## src/rtl/alarm_controller.sv

```systemverilog
// alarm_controller
//   Alarm unit that runs on the same 1 Hz clock as Digital_Clock. It holds an
//   alarm time, compares it with the running time on every tick, and drives a
//   buzzer through IDLE/ARMED/RINGING/SNOOZE with a snooze limit and a ring
//   timeout. Every output comes straight from a register.
//
//   Build option: ALARM_BLINK_EN -- when defined, the buzzer toggles every
//   cycle while RINGING (1,0,1,...). When undefined, it is steady high.
//
//   Ports
//     Clk_1sec                  1 Hz clock
//     reset                     synchronous, active low
//     seconds/minutes/hours     current time
//     alarm_enable              level; low forces IDLE
//     alarm_set                 strobe; loads set_hours/set_minutes if valid
//     snooze, stop              strobes
//     alarm_hours/minutes       stored alarm time
//     buzzer                    buzzer drive
//     state                     IDLE=0 ARMED=1 RINGING=2 SNOOZE=3
//     snooze_count              snoozes used in the current event
//     set_error                 one-cycle pulse when an alarm_set is rejected
//     missed                    one-cycle pulse when the ring timeout expires
module alarm_controller #(
  parameter int RING_TIMEOUT = 60,
  parameter int SNOOZE_SECS  = 300,
  parameter int MAX_SNOOZE   = 3
) (
  input  logic       Clk_1sec,
  input  logic       reset,
  input  logic [5:0] seconds,
  input  logic [5:0] minutes,
  input  logic [4:0] hours,
  input  logic       alarm_enable,
  input  logic       alarm_set,
  input  logic [4:0] set_hours,
  input  logic [5:0] set_minutes,
  input  logic       snooze,
  input  logic       stop,
  output logic [4:0] alarm_hours,
  output logic [5:0] alarm_minutes,
  output logic       buzzer,
  output logic [1:0] state,
  output logic [1:0] snooze_count,
  output logic       set_error,
  output logic       missed
);

  localparam int RW = (RING_TIMEOUT > 1) ? $clog2(RING_TIMEOUT) : 1;
  localparam int SW = (SNOOZE_SECS  > 1) ? $clog2(SNOOZE_SECS)  : 1;
  localparam logic [RW-1:0] RING_LAST = RW'(RING_TIMEOUT - 1);
  localparam logic [SW-1:0] SNZ_LAST  = SW'(SNOOZE_SECS - 1);
  localparam logic [1:0]    SNZ_MAX   = 2'(MAX_SNOOZE);

  typedef enum logic [1:0] {
    IDLE    = 2'd0,
    ARMED   = 2'd1,
    RINGING = 2'd2,
    SNOOZE  = 2'd3
  } state_t;

  state_t        st, st_n;
  logic [4:0]    ah_n;
  logic [5:0]    am_n;
  logic [1:0]    sc_n;
  logic [RW-1:0] ring_cnt, ring_n;
  logic [SW-1:0] snz_cnt, snz_n;
  logic          buz_n, se_n, miss_n;
  logic          match, set_ok;

  assign match  = (hours == alarm_hours) && (minutes == alarm_minutes) &&
                  (seconds == 6'd0);
  assign set_ok = (set_hours <= 5'd23) && (set_minutes <= 6'd59);
  assign state  = st;

  always_comb begin
    st_n   = st;
    ah_n   = alarm_hours;
    am_n   = alarm_minutes;
    sc_n   = snooze_count;
    ring_n = ring_cnt;
    snz_n  = snz_cnt;
    se_n   = 1'b0;
    miss_n = 1'b0;

    if (!alarm_enable) begin
      st_n = IDLE;
    end else if (alarm_set) begin
      // An accepted set re-arms from any state. A pending match is dropped
      // because the compare used the old alarm time.
      if (set_ok) begin
        ah_n = set_hours;
        am_n = set_minutes;
        st_n = ARMED;
      end else begin
        se_n = 1'b1;
      end
    end else begin
      case (st)
        IDLE:  st_n = ARMED;
        ARMED: begin
          if (match) begin
            st_n   = RINGING;
            ring_n = '0;
          end
        end
        RINGING: begin
          if (stop) begin
            st_n = ARMED;
          end else if (snooze && (snooze_count < SNZ_MAX)) begin
            st_n  = SNOOZE;
            sc_n  = snooze_count + 2'd1;
            snz_n = '0;
          end else if (ring_cnt == RING_LAST) begin
            st_n   = ARMED;
            miss_n = 1'b1;
          end else begin
            ring_n = ring_cnt + 1'b1;
          end
        end
        SNOOZE: begin
          if (stop) begin
            st_n = ARMED;
          end else if (snz_cnt == SNZ_LAST) begin
            st_n   = RINGING;
            ring_n = '0;
          end else begin
            snz_n = snz_cnt + 1'b1;
          end
        end
        default: st_n = IDLE;
      endcase
    end

    // Leaving the alarm event (to ARMED or IDLE) closes it out.
    if (st_n == ARMED || st_n == IDLE) begin
      sc_n   = '0;
      ring_n = '0;
      snz_n  = '0;
    end

`ifdef ALARM_BLINK_EN
    // The buzzer is 1 on the first ringing cycle and toggles after that.
    buz_n = (st_n == RINGING) && ((st != RINGING) || !buzzer);
`else
    buz_n = (st_n == RINGING);
`endif
  end

  always_ff @(posedge Clk_1sec) begin
    if (!reset) begin
      st            <= IDLE;
      alarm_hours   <= '0;
      alarm_minutes <= '0;
      snooze_count  <= '0;
      ring_cnt      <= '0;
      snz_cnt       <= '0;
      buzzer        <= 1'b0;
      set_error     <= 1'b0;
      missed        <= 1'b0;
    end else begin
      st            <= st_n;
      alarm_hours   <= ah_n;
      alarm_minutes <= am_n;
      snooze_count  <= sc_n;
      ring_cnt      <= ring_n;
      snz_cnt       <= snz_n;
      buzzer        <= buz_n;
      set_error     <= se_n;
      missed        <= miss_n;
    end
  end

endmodule

```

## config.mk

```make
export PLATFORM = sky130hd
export DESIGN_NAME = alarm_controller
export DESIGN_NICKNAME = d
export VERILOG_FILES = /design/src/rtl/alarm_controller.sv
export SDC_FILE = /design/constraint.sdc
export NUM_CORES = 1
export LEC_CHECK = 0
export ABC_AREA = 1
export ABC_CLOCK_PERIOD_IN_PS = 4900
export BUFFER_PORTS_ARGS = -buffer_cell sky130_fd_sc_hd__buf_2
export CAP_MARGIN = 30
export CORE_ASPECT_RATIO = 1.25
export CORE_MARGIN = 1.5
export CORE_UTILIZATION = 50
export CTS_CLUSTER_DIAMETER = 150
export DETAILED_ROUTE_END_ITERATION = 8
export PLACE_DENSITY = 0.76
export SYNTH_ARGS = -nofsm -noshare
export SYNTH_HDL_FRONTEND = slang
export SYNTH_SLANG_ARGS = --single-unit
```

## constraint.sdc

```tcl
create_clock -name Clk_1sec -period 4.9 [get_ports Clk_1sec]
set_clock_uncertainty 0.2 [all_clocks]
set_input_delay 0 -clock Clk_1sec [delete_from_list [all_inputs] [get_ports Clk_1sec]]
set_output_delay 0 -clock Clk_1sec [all_outputs]
set_load 0.02 [all_outputs]
```

==> impl_metrics.ini, run 1 <==
[yosys]
syn_inst = 290
synth.top_cell.area_share = 0.336
seq_area_frac_synth = 0.336
synth_area_leader_cell = dfxtp_1
synth-async-reset-ratio = 0
synth_area_leaders = dfxtp_1, nand2_1, inv_1
syn_area_per_cell_sq_um = 6.79
syn_nets = 327
ys.flop_type = dfxtp_1
synth_edf_count = 0
ys_ff_latch = 33
netlist_area_sq_um = 1970
yosysWarningCount = 0
ys_types = 34

[timing]
setup_slack_ns = 2.17
final.setup.tns_ns = 0
slew_viol_final = 0
rsz0062_at_grt = false
fmax_mhz = 367
worstMarginPinSlew_ns = 0.501
finalCriticalPeriod_ns = 2.73
finalSetupViolCount = 0
fin_crit_sh = 0.557
hold_viol = 0
slew_headroom = 0.666

[setup_path]
r2r-end = state[0]$_SDFF_PN0_
crit_arrival_ns = 2.69
cp_slowest_cell = dlygate4sd3_1
cpMostUsedCell = dlygate4sd3_1
cp_top_family = buffers and inverters
critPathMaxStageDelay_ns = 0.59
crit_type = primary input to register
critPathCaptureType = register
critPathRequiredTime_ns = 4.86
worst-r2r-cell-count = 11
cp_max_fo = 20
startpoint_type = primary input
r2r_slack_ns = 2.70
r2r_start = snz_cnt[0]$_SDFFE_PP0P_
cp_cell_sequence = dlygate4sd3_1 -> buf_2 -> nand2_1 -> dlygate4sd3_1 -> nor2_1 -> inv_1 -> o21ai_0 -> dlygate4sd3_1 -> a21oi_1
critical_path_buf_inv_count = 5

[power_and_ir_drop]
peakVddDrop_mv = 0.121
power_density_nw_per_um2 = 218
power_mw = 0.576
power.leakage_nw = 1.17

[die]
rows = 25
core_sq_um = 3780
start_util = 0.520
fp.dieW_microns = 59.1
die_area_sq_um = 4320
ios = 52
die_y_microns = 73.1

[clock_tree]
htree_levels = 2
cts_hold_buf = 30
cts_root_buffer = clkbuf_8
cts_buffers = 5
post_cts_resized = 0
clockBufferDepth = 2
postCtsSetupRepairBufs = 0
cts_tree = built
clk_pin_slew_ns = 0.07
clk_latency_ns = 0.29
cts.sinks = 33

[worst_hold_path]
hp-start = snooze
holdPathEnd = snooze_count[1]$_SDFFE_PP0P_
min_path_cells = 5
hold_class = primary input to register

[route]
drtAntennaViolNets = 0
via_per_inst = 5.06
wl_met2_microns = 2660
num_vias = 2172
highest_layer = met4
wl_met3_microns = 233
wl_microns = 5100
drc_errors = 0
drt_iter0_drc = 83
routedWlPerCell_microns = 11.9
first_pass_iters = 4
wl_met1_microns = 2100

[global_routing]
grtUsageTotal = 0.252
antenna_found_initial = 0
grt_pass1_vias = 2035
grt_overflow_total = 0
grt_max_degree = 21
grt_first_pass_wirelength_microns = 8380

[cells_and_area]
diodes = 0
mostFrequentLayoutCells = nand2_1, buf_2, inv_1
final_common_cell = nand2_1
area_growth_pct = 34.3
drive_above_1_share = 0.248
final_nets = 411

[place]
io_buffers = 51
gp_congestion = 0.888
preCtsSetupSlack_ns = 2.99
dp_hpwl_microns = 3390

[run]
max-cap-violations = 0

[outcome]
run_status = complete, no violations
-- metrics by stage --
stage	instances	hold WS [ns]	util	instance area, sq um
after floorplan	290	-0.0651	-	1970
after global placement	391	0.0376	0.597	2260
after detailed placement	391	0.0411	0.597	2260
after CTS	429	0.0309	0.698	2640
after global routing	429	0.0727	0.698	2640
final	429	0.0420	0.698	2640
-- worst max path at each step --
stage	cells past startpoint	startpoint	slack, ns	endpoint
floorplan	9	snooze_count[0]$_SDFFE_PP0P_	3.13	snz_cnt[0]$_SDFFE_PP0P_
global placement	7	ring_cnt[0]$_SDFFE_PP0P_	3.06	ring_cnt[4]$_SDFFE_PP0P_
detailed placement	7	ring_cnt[0]$_SDFFE_PP0P_	2.99	snz_cnt[8]$_SDFFE_PP0P_
CTS	9	alarm_enable	2.26	alarm_minutes[0]$_SDFFE_PN0P_
global route	9	alarm_enable	2.01	alarm_minutes[5]$_SDFFE_PN0P_
finish	9	alarm_enable	2.17	alarm_minutes[5]$_SDFFE_PN0P_
-- report_power, final --
group	total (mW)	switching [mW]	internal (mW)
sequential	0.281	0.00579	0.275
clock	0.196	0.0977	0.0983
combinational	0.0994	0.0541	0.0453
total	0.576	0.158	0.419
-- cell usage after synthesis, types with 2 or more instances --
library cell and instances:
or2_2 4, nand4_1 16, nand3_2 2, inv_1 36, inv_2 4, inv_4 2
nand2_2 3, nor2_1 29, xnor2_1 2, nor3_1 3, nor2_2 4, nand3_1 11
nand2_4 4, o21ai_0 13, ha_1 3, a21oi_1 23, clkbuf_1 2, a21oi_2 6
nor2_4 2, xor2_1 2, nand2_1 74, dfxtp_1 33
-- layer usage --
layer | track usage | vias up
met1 | 0.256 | 992
met5 | 0 | -
li1 | - | 1101
met3 | 0.0479 | 10
met2 | 0.480 | 69
met4 | 0.114 | 0
-- flip-flops by register name (all words and copies together), names as in the netlist --
register       cells
snz_cnt            9
alarm_minutes      6
ring_cnt           6
alarm_hours        5
snooze_count       2
state              2
buzzer             1
missed             1
set_error          1
-- worst reg2reg max path, stage by stage, from the launching register on --
cell and delay, ns:
dfxtp_1 0.40, ha_1 0.22, nand2_1 0.06, nor2_1 0.10, nand2_1 0.07, nand2_1 0.08
nand3_2 0.11, inv_1 0.07, nand3_1 0.09, nand3_1 0.10, nor2_1 0.04, dlygate4sd3_1 0.54
-- cells by family after synthesis --
| logic type | after synthesis | share of synthesized area |
|---|---|---|
| compound gates | 45 | 0.133 |
| xor+xnor | 4 | 0.0178 |
| fa+ha+maj | 3 | 0.0191 |
| buf+inv | 46 | 0.0985 |
| flops | 33 | 0.336 |
| simple gates | 159 | 0.396 |
-- area by class of cell --
cell class / count / area [sq um]
Clock buffer: 6 / 72.6
Sequential cell: 33 / 661
Tap cell: 54 / 67.6
Timing Repair Buffer: 81 / 556
Inverter: 42 / 163
Multi-Input combinational cell: 211 / 1110
Fill cell: 341 / 1140
Clock inverter: 2 / 10.0
No activity file was read; power rests on OpenSTA's default activity.
==> run 2, diff against run 1 <==
--- a/config.mk
+++ b/config.mk
@@ -6,7 +6,7 @@
 export NUM_CORES = 1
 export LEC_CHECK = 0
 export ABC_AREA = 1
-export ABC_CLOCK_PERIOD_IN_PS = 4900
+export ABC_CLOCK_PERIOD_IN_PS = 2690
 export BUFFER_PORTS_ARGS = -buffer_cell sky130_fd_sc_hd__buf_2
 export CAP_MARGIN = 30
 export CORE_ASPECT_RATIO = 1.25
==> constraint.sdc (replaced) <==
create_clock -name Clk_1sec -period 2.69 [get_ports Clk_1sec]
set_clock_uncertainty 0.2 [all_clocks]
set_input_delay 0 -clock Clk_1sec [delete_from_list [all_inputs] [get_ports Clk_1sec]]
set_output_delay 0 -clock Clk_1sec [all_outputs]
set_load 0.02 [all_outputs]
==> impl_metrics.ini, run 2 (synthesized netlist as in run 1, its figures left out) <==
[outcome]
run_status = complete, no violations

[clock_tree]
cts_hold_buf = 31
postCtsSetupRepairBufs = 0
htree_levels = 2
cts.sinks = 33
cts_buffers = 5
clockBufferDepth = 2
clk_latency_ns = 0.29
clk_pin_slew_ns = 0.07
cts_root_buffer = clkbuf_8
cts_tree = built
post_cts_resized = 0

[die]
fp.dieW_microns = 59.1
ios = 52
core_sq_um = 3780
die_y_microns = 73.1
die_area_sq_um = 4320
start_util = 0.520
rows = 25

[timing]
fmax_mhz = 425
slew_headroom = 0.659
finalSetupViolCount = 0
hold_viol = 0
whs_ns = 0.0239
setup_slack_ns = 0.338
finalCriticalPeriod_ns = 2.35
worstMarginPinSlew_ns = 0.511
slew_viol_final = 0
rsz0062_at_grt = false
final.setup.tns_ns = 0
fin_crit_sh = 0.875

[power_and_ir_drop]
clkPwrFrac = 0.413
power_frac_seq = 0.434
combPwrFrac = 0.153
intPower_mw = 0.886
power_density_nw_per_um2 = 440
p_sw_frac = 0.250
power.switching_mw = 0.295
peakVddDrop_mv = 0.413
power.leakage_nw = 1.19

[cells_and_area]
regMostFlops = snz_cnt
drive_above_1_share = 0.247
diodes = 0
largest_register_ffs = 9
finalInstanceArea_sq_um = 2690
final_nets = 412
mostFrequentLayoutCells = nand2_1, buf_2, inv_1
area_growth_pct = 36.5
top_regs = snz_cnt: 9 flops, alarm_minutes: 6 flops, ring_cnt: 6 flops
final_common_cell = nand2_1

[setup_path]
crit_arrival_ns = 2.39
critPathCaptureType = register
crit_type = primary input to register
startpoint_type = primary input
cp_max_fo = 4
critPathRequiredTime_ns = 2.73

[place]
dp_hpwl_microns = 3400
gp_congestion = 0.887
io_buffers = 51
preCtsSetupSlack_ns = 0.811
placedInstanceArea_sq_um = 2260

[route]
drt_iter0_drc = 97
drc_errors = 0
routedWlPerCell_microns = 11.9
wl_met2_microns = 2670
highest_layer = met4
wl_met1_microns = 2060
via_per_inst = 5.00
drtAntennaViolNets = 0
wl_microns = 5120
num_vias = 2148
wl_met3_microns = 250
first_pass_iters = 4

[worst_hold_path]
hold_class = primary input to register

[global_routing]
grtUsageTotal = 0.258
grt_overflow_total = 0
grt_max_degree = 21
grt_first_pass_wirelength_microns = 8450
grt_pass1_vias = 2126
antenna_found_initial = 0

[run]
max-cap-violations = 0
[run 2: power by group through the flow]
stage / registers (mW) / clock network (mW) / logic (mW)
after floorplan: 0.537 / 0 / 0.0734
after global placement: 0.523 / 0 / 0.139
after detailed placement: 0.523 / 0 / 0.142
after CTS: 0.512 / 0.490 / 0.178
after global routing: 0.514 / 0.514 / 0.200
final: 0.512 / 0.488 / 0.181
[run 2: worst paths after layout]
path | from | endpoint | slack [ns] | cells past startpoint
worst max-delay path | set_minutes[5] | alarm_minutes[2]$_SDFFE_PN0P_ | 0.34 | 9
worst min-delay path | snooze | snooze_count[1]$_SDFFE_PP0P_ | 0.02 | 5
worst max register to register | alarm_minutes[5]$_SDFFE_PN0P_ | state[0]$_SDFF_PN0_ | 0.48 | 12
worst min register to register | alarm_minutes[4]$_SDFFE_PN0P_ | alarm_minutes[4]$_SDFFE_PN0P_ | 0.28 | 2
[run 2: per-layer routing]
layer | vias up | track usage
li1 | 1104 | -
met2 | 67 | 0.486
met1 | 965 | 0.256
met5 | - | 0
met4 | 0 | 0.129
met3 | 12 | 0.0567
[run 2: area by class of cell]
cell class              instances  area [sq um]
flip-flops and latches         33           661
multi-input cells             211          1110
clock buffers                   7          86.3
repair buffers                 82           566
well taps                      54          67.6
fillers                       322          1100
clock inverters                 1          30.0
inverters                      42           163
[run 2: worst max-delay path: stages]
cell	delay [ns]
dlygate4sd3_1	0.55
buf_2	0.13
nand4_1	0.09
nand2_1	0.10
nor2_1	0.19
nand2_1	0.07
dlygate4sd3_1	0.56
a21oi_1	0.14
dlygate4sd3_1	0.56
[run 2: stage by stage]
| step | util | instances | power [mW] |
|---|---|---|---|
| after floorplan | - | 290 | 0.611 |
| after global placement | 0.597 | 391 | 0.662 |
| after detailed placement | 0.597 | 391 | 0.664 |
| after CTS | 0.710 | 430 | 1.18 |
| after global routing | 0.710 | 430 | 1.23 |
| final | 0.710 | 430 | 1.18 |
==> run 3, diff against run 2 <==
--- a/config.mk
+++ b/config.mk
@@ -5,7 +5,6 @@
 export SDC_FILE = /design/constraint.sdc
 export NUM_CORES = 1
 export LEC_CHECK = 0
-export ABC_AREA = 1
 export ABC_CLOCK_PERIOD_IN_PS = 2690
 export BUFFER_PORTS_ARGS = -buffer_cell sky130_fd_sc_hd__buf_2
 export CAP_MARGIN = 30
@@ -14,7 +13,7 @@
 export CORE_UTILIZATION = 50
 export CTS_CLUSTER_DIAMETER = 150
 export DETAILED_ROUTE_END_ITERATION = 8
-export PLACE_DENSITY = 0.76
+export PLACE_DENSITY = 0.77
 export SYNTH_ARGS = -nofsm -noshare
 export SYNTH_HDL_FRONTEND = slang
 export SYNTH_SLANG_ARGS = --single-unit
==> impl_metrics.ini, run 3 <==
[power_and_ir_drop]
p_sw_frac = 0.278
power_frac_seq = 0.484
clkPwrFrac = 0.365
power.switching_mw = 0.292
power_density_nw_per_um2 = 426
combPwrFrac = 0.150
intPower_mw = 0.758
power.leakage_nw = 0.992
power_mw = 1.05
peakVddDrop_mv = 0.486

[route]
via_per_inst = 5.73
drc_errors = 0
routedWlPerCell_microns = 16.7
wl_microns = 5170
num_vias = 1775
first_pass_iters = 4
drt_iter0_drc = 49
drtAntennaViolNets = 0

[setup_path]
crit_arrival_ns = 2.42
critPathRequiredTime_ns = 2.68
r2r-end = ring_cnt[5]$_SDFFE_PP0P_
worst-r2r-cell-count = 5
critPathCaptureType = register
cp_max_fo = 11
r2r_start = state[0]$_SDFF_PN0_
crit_type = primary input to register
startpoint_type = primary input
r2r_slack_ns = 0.39

[yosys]
syn_inst = 188
synth.most_common_cell = dfxtp_1
yosys-top-cells-count = dfxtp_1, xnor2_1, nor2b_1
synth-async-reset-ratio = 0
ys.flop_type = dfxtp_1
syn_nets = 225
seq_area_frac_synth = 0.367
ys_types = 47
ys_ff_latch = 33
synth_area_leader_cell = dfxtp_1
synth_edf_count = 0
synth_area_leaders = dfxtp_1, xnor2_1, mux2i_1
synth.top_cell.area_share = 0.367
netlist_area_sq_um = 1800
syn_area_per_cell_sq_um = 9.58
yosysWarningCount = 0

[worst_hold_path]
hold_class = primary input to register
hp-start = snooze
min_path_cells = 4
holdPathEnd = snz_cnt[8]$_SDFFE_PP0P_

[timing]
whs_ns = 0.104
fin_crit_sh = 0.904
rsz0062_at_grt = false
slew_viol_final = 0
fmax_mhz = 411
final.setup.tns_ns = 0
setup_slack_ns = 0.258
slew_headroom = 0.604
finalCriticalPeriod_ns = 2.43
hold_viol = 0
worstMarginPinSlew_ns = 0.590
finalSetupViolCount = 0

[cells_and_area]
final_common_cell = buf_2
top_regs = snz_cnt: 9 flops, alarm_minutes: 6 flops, ring_cnt: 6 flops
diodes = 0
drive_above_1_share = 0.280
largest_register_ffs = 9
area_growth_pct = 36.9
mostFrequentLayoutCells = buf_2, dfxtp_1, dlygate4sd3_1
regMostFlops = snz_cnt
final_nets = 307

[place]
gp_congestion = 0.840
dp_hpwl_microns = 3030
preCtsSetupSlack_ns = 0.438
io_buffers = 51

[die]
core_sq_um = 3450
fp.dieW_microns = 56.7
die_y_microns = 70.1
die_area_sq_um = 3970
start_util = 0.522
rows = 24
ios = 52

[clock_tree]
cts_tree = built
cts_buffers = 5
clk_pin_slew_ns = 0.08
htree_levels = 2
cts_root_buffer = clkbuf_8
clk_latency_ns = 0.30
postCtsSetupRepairBufs = 0
cts.sinks = 33
clockBufferDepth = 2

[global_routing]
antenna_found_initial = 0
grt_max_degree = 14
grt_first_pass_wirelength_microns = 8470
grt_pass1_vias = 1802
grt_overflow_total = 0
grtUsageTotal = 0.276

[run]
max-cap-violations = 0

[outcome]
run_status = complete, no violations
## run 3: changes by cell type after synthesis, moves of 6 or more
cell,delta
a21oi_1,-17
a21oi_2,-6
inv_1,-34
mux2i_1,+13
nand2_1,-64
nand3_1,-6
nand4_1,-10
nor2_1,-18
nor2b_1,+14
nor3_1,+8
o21ai_0,-8
xnor2_1,+16
## run 3: critical path, cell delays in order
cell,delay [ns]
dlygate4sd3_1,0.54
buf_2,0.13
and4_1,0.24
nor2_1,0.23
nand3_2,0.36
mux2i_1,0.31
nor2b_1,0.06
dlygate4sd3_1,0.54
## run 3: kinds of logic after synthesis
group / after synthesis / synth area share
buffers and inverters: 9 / 0.0236
muxes: 13 / 0.0722
adders and majority gates: 3 / 0.0208
DFF: 33 / 0.367
and+or+nand+nor: 78 / 0.274
AOI/OAI and AO/OA: 33 / 0.151
xor gates and xnor gates: 19 / 0.0924
## run 3: worst max path at each step
stage / startpoint / to / slack [ns] / cells past startpoint
CTS: set_minutes[5] / alarm_hours[4]$_SDFFE_PN0P_ / 0.22 / 8
finish: set_minutes[5] / alarm_minutes[3]$_SDFFE_PN0P_ / 0.26 / 8
floorplan: state[0]$_SDFF_PN0_ / state[0]$_SDFF_PN0_ / 0.55 / 6
detailed placement: state[0]$_SDFF_PN0_ / ring_cnt[5]$_SDFFE_PP0P_ / 0.44 / 5
global placement: state[0]$_SDFF_PN0_ / ring_cnt[4]$_SDFFE_PP0P_ / 0.55 / 5
global route: set_minutes[5] / alarm_hours[0]$_SDFFE_PN0P_ / 0.20 / 8
## run 3: power groups by stage
stage / combinational (mW) / sequential (mW) / clock, mW
2_1_floorplan: 0.0633 / 0.528 / 0
3_3_place_gp: 0.120 / 0.519 / 0
3_5_place_dp: 0.122 / 0.519 / 0
4_1_cts: 0.149 / 0.508 / 0.394
5_1_grt: 0.167 / 0.510 / 0.406
6_report: 0.158 / 0.509 / 0.384
## run 3: layout make-up
class / count / area [sq um]
clock buffers: 5 / 68.8
clock inverters: 3 / 22.5
fillers: 224 / 987
inverters: 3 / 11.3
multi-input cells: 146 / 1100
flip-flops and latches: 33 / 661
well taps: 39 / 48.8
repair buffers: 81 / 551
## run 3: stage by stage
step / util / cells / area (sq um)
after floorplan: - / 188 / 1800
final: 0.714 / 310 / 2470
after global placement: 0.605 / 274 / 2090
after CTS: 0.713 / 310 / 2460
after detailed placement: 0.605 / 274 / 2090
after global routing: 0.714 / 310 / 2470
## run 3: repair_timing
item                                    CTS  global route
endpoints found under the hold margin    17             0
gates resized for setup                   0             1
endpoints found under the setup margin    0             6
hold buffers                             28             0
## run 3: per-layer routing
| layer | track usage | part of all wire | vias up |
|---|---|---|---|
| li1 | - | - | 849 |
| met1 | 0.316 | 0.40 | 836 |
| met2 | 0.461 | 0.51 | 73 |
| met3 | 0.0778 | 0.065 | 17 |
| met4 | 0.138 | 0.029 | 0 |
| met5 | 0 | 0 | - |
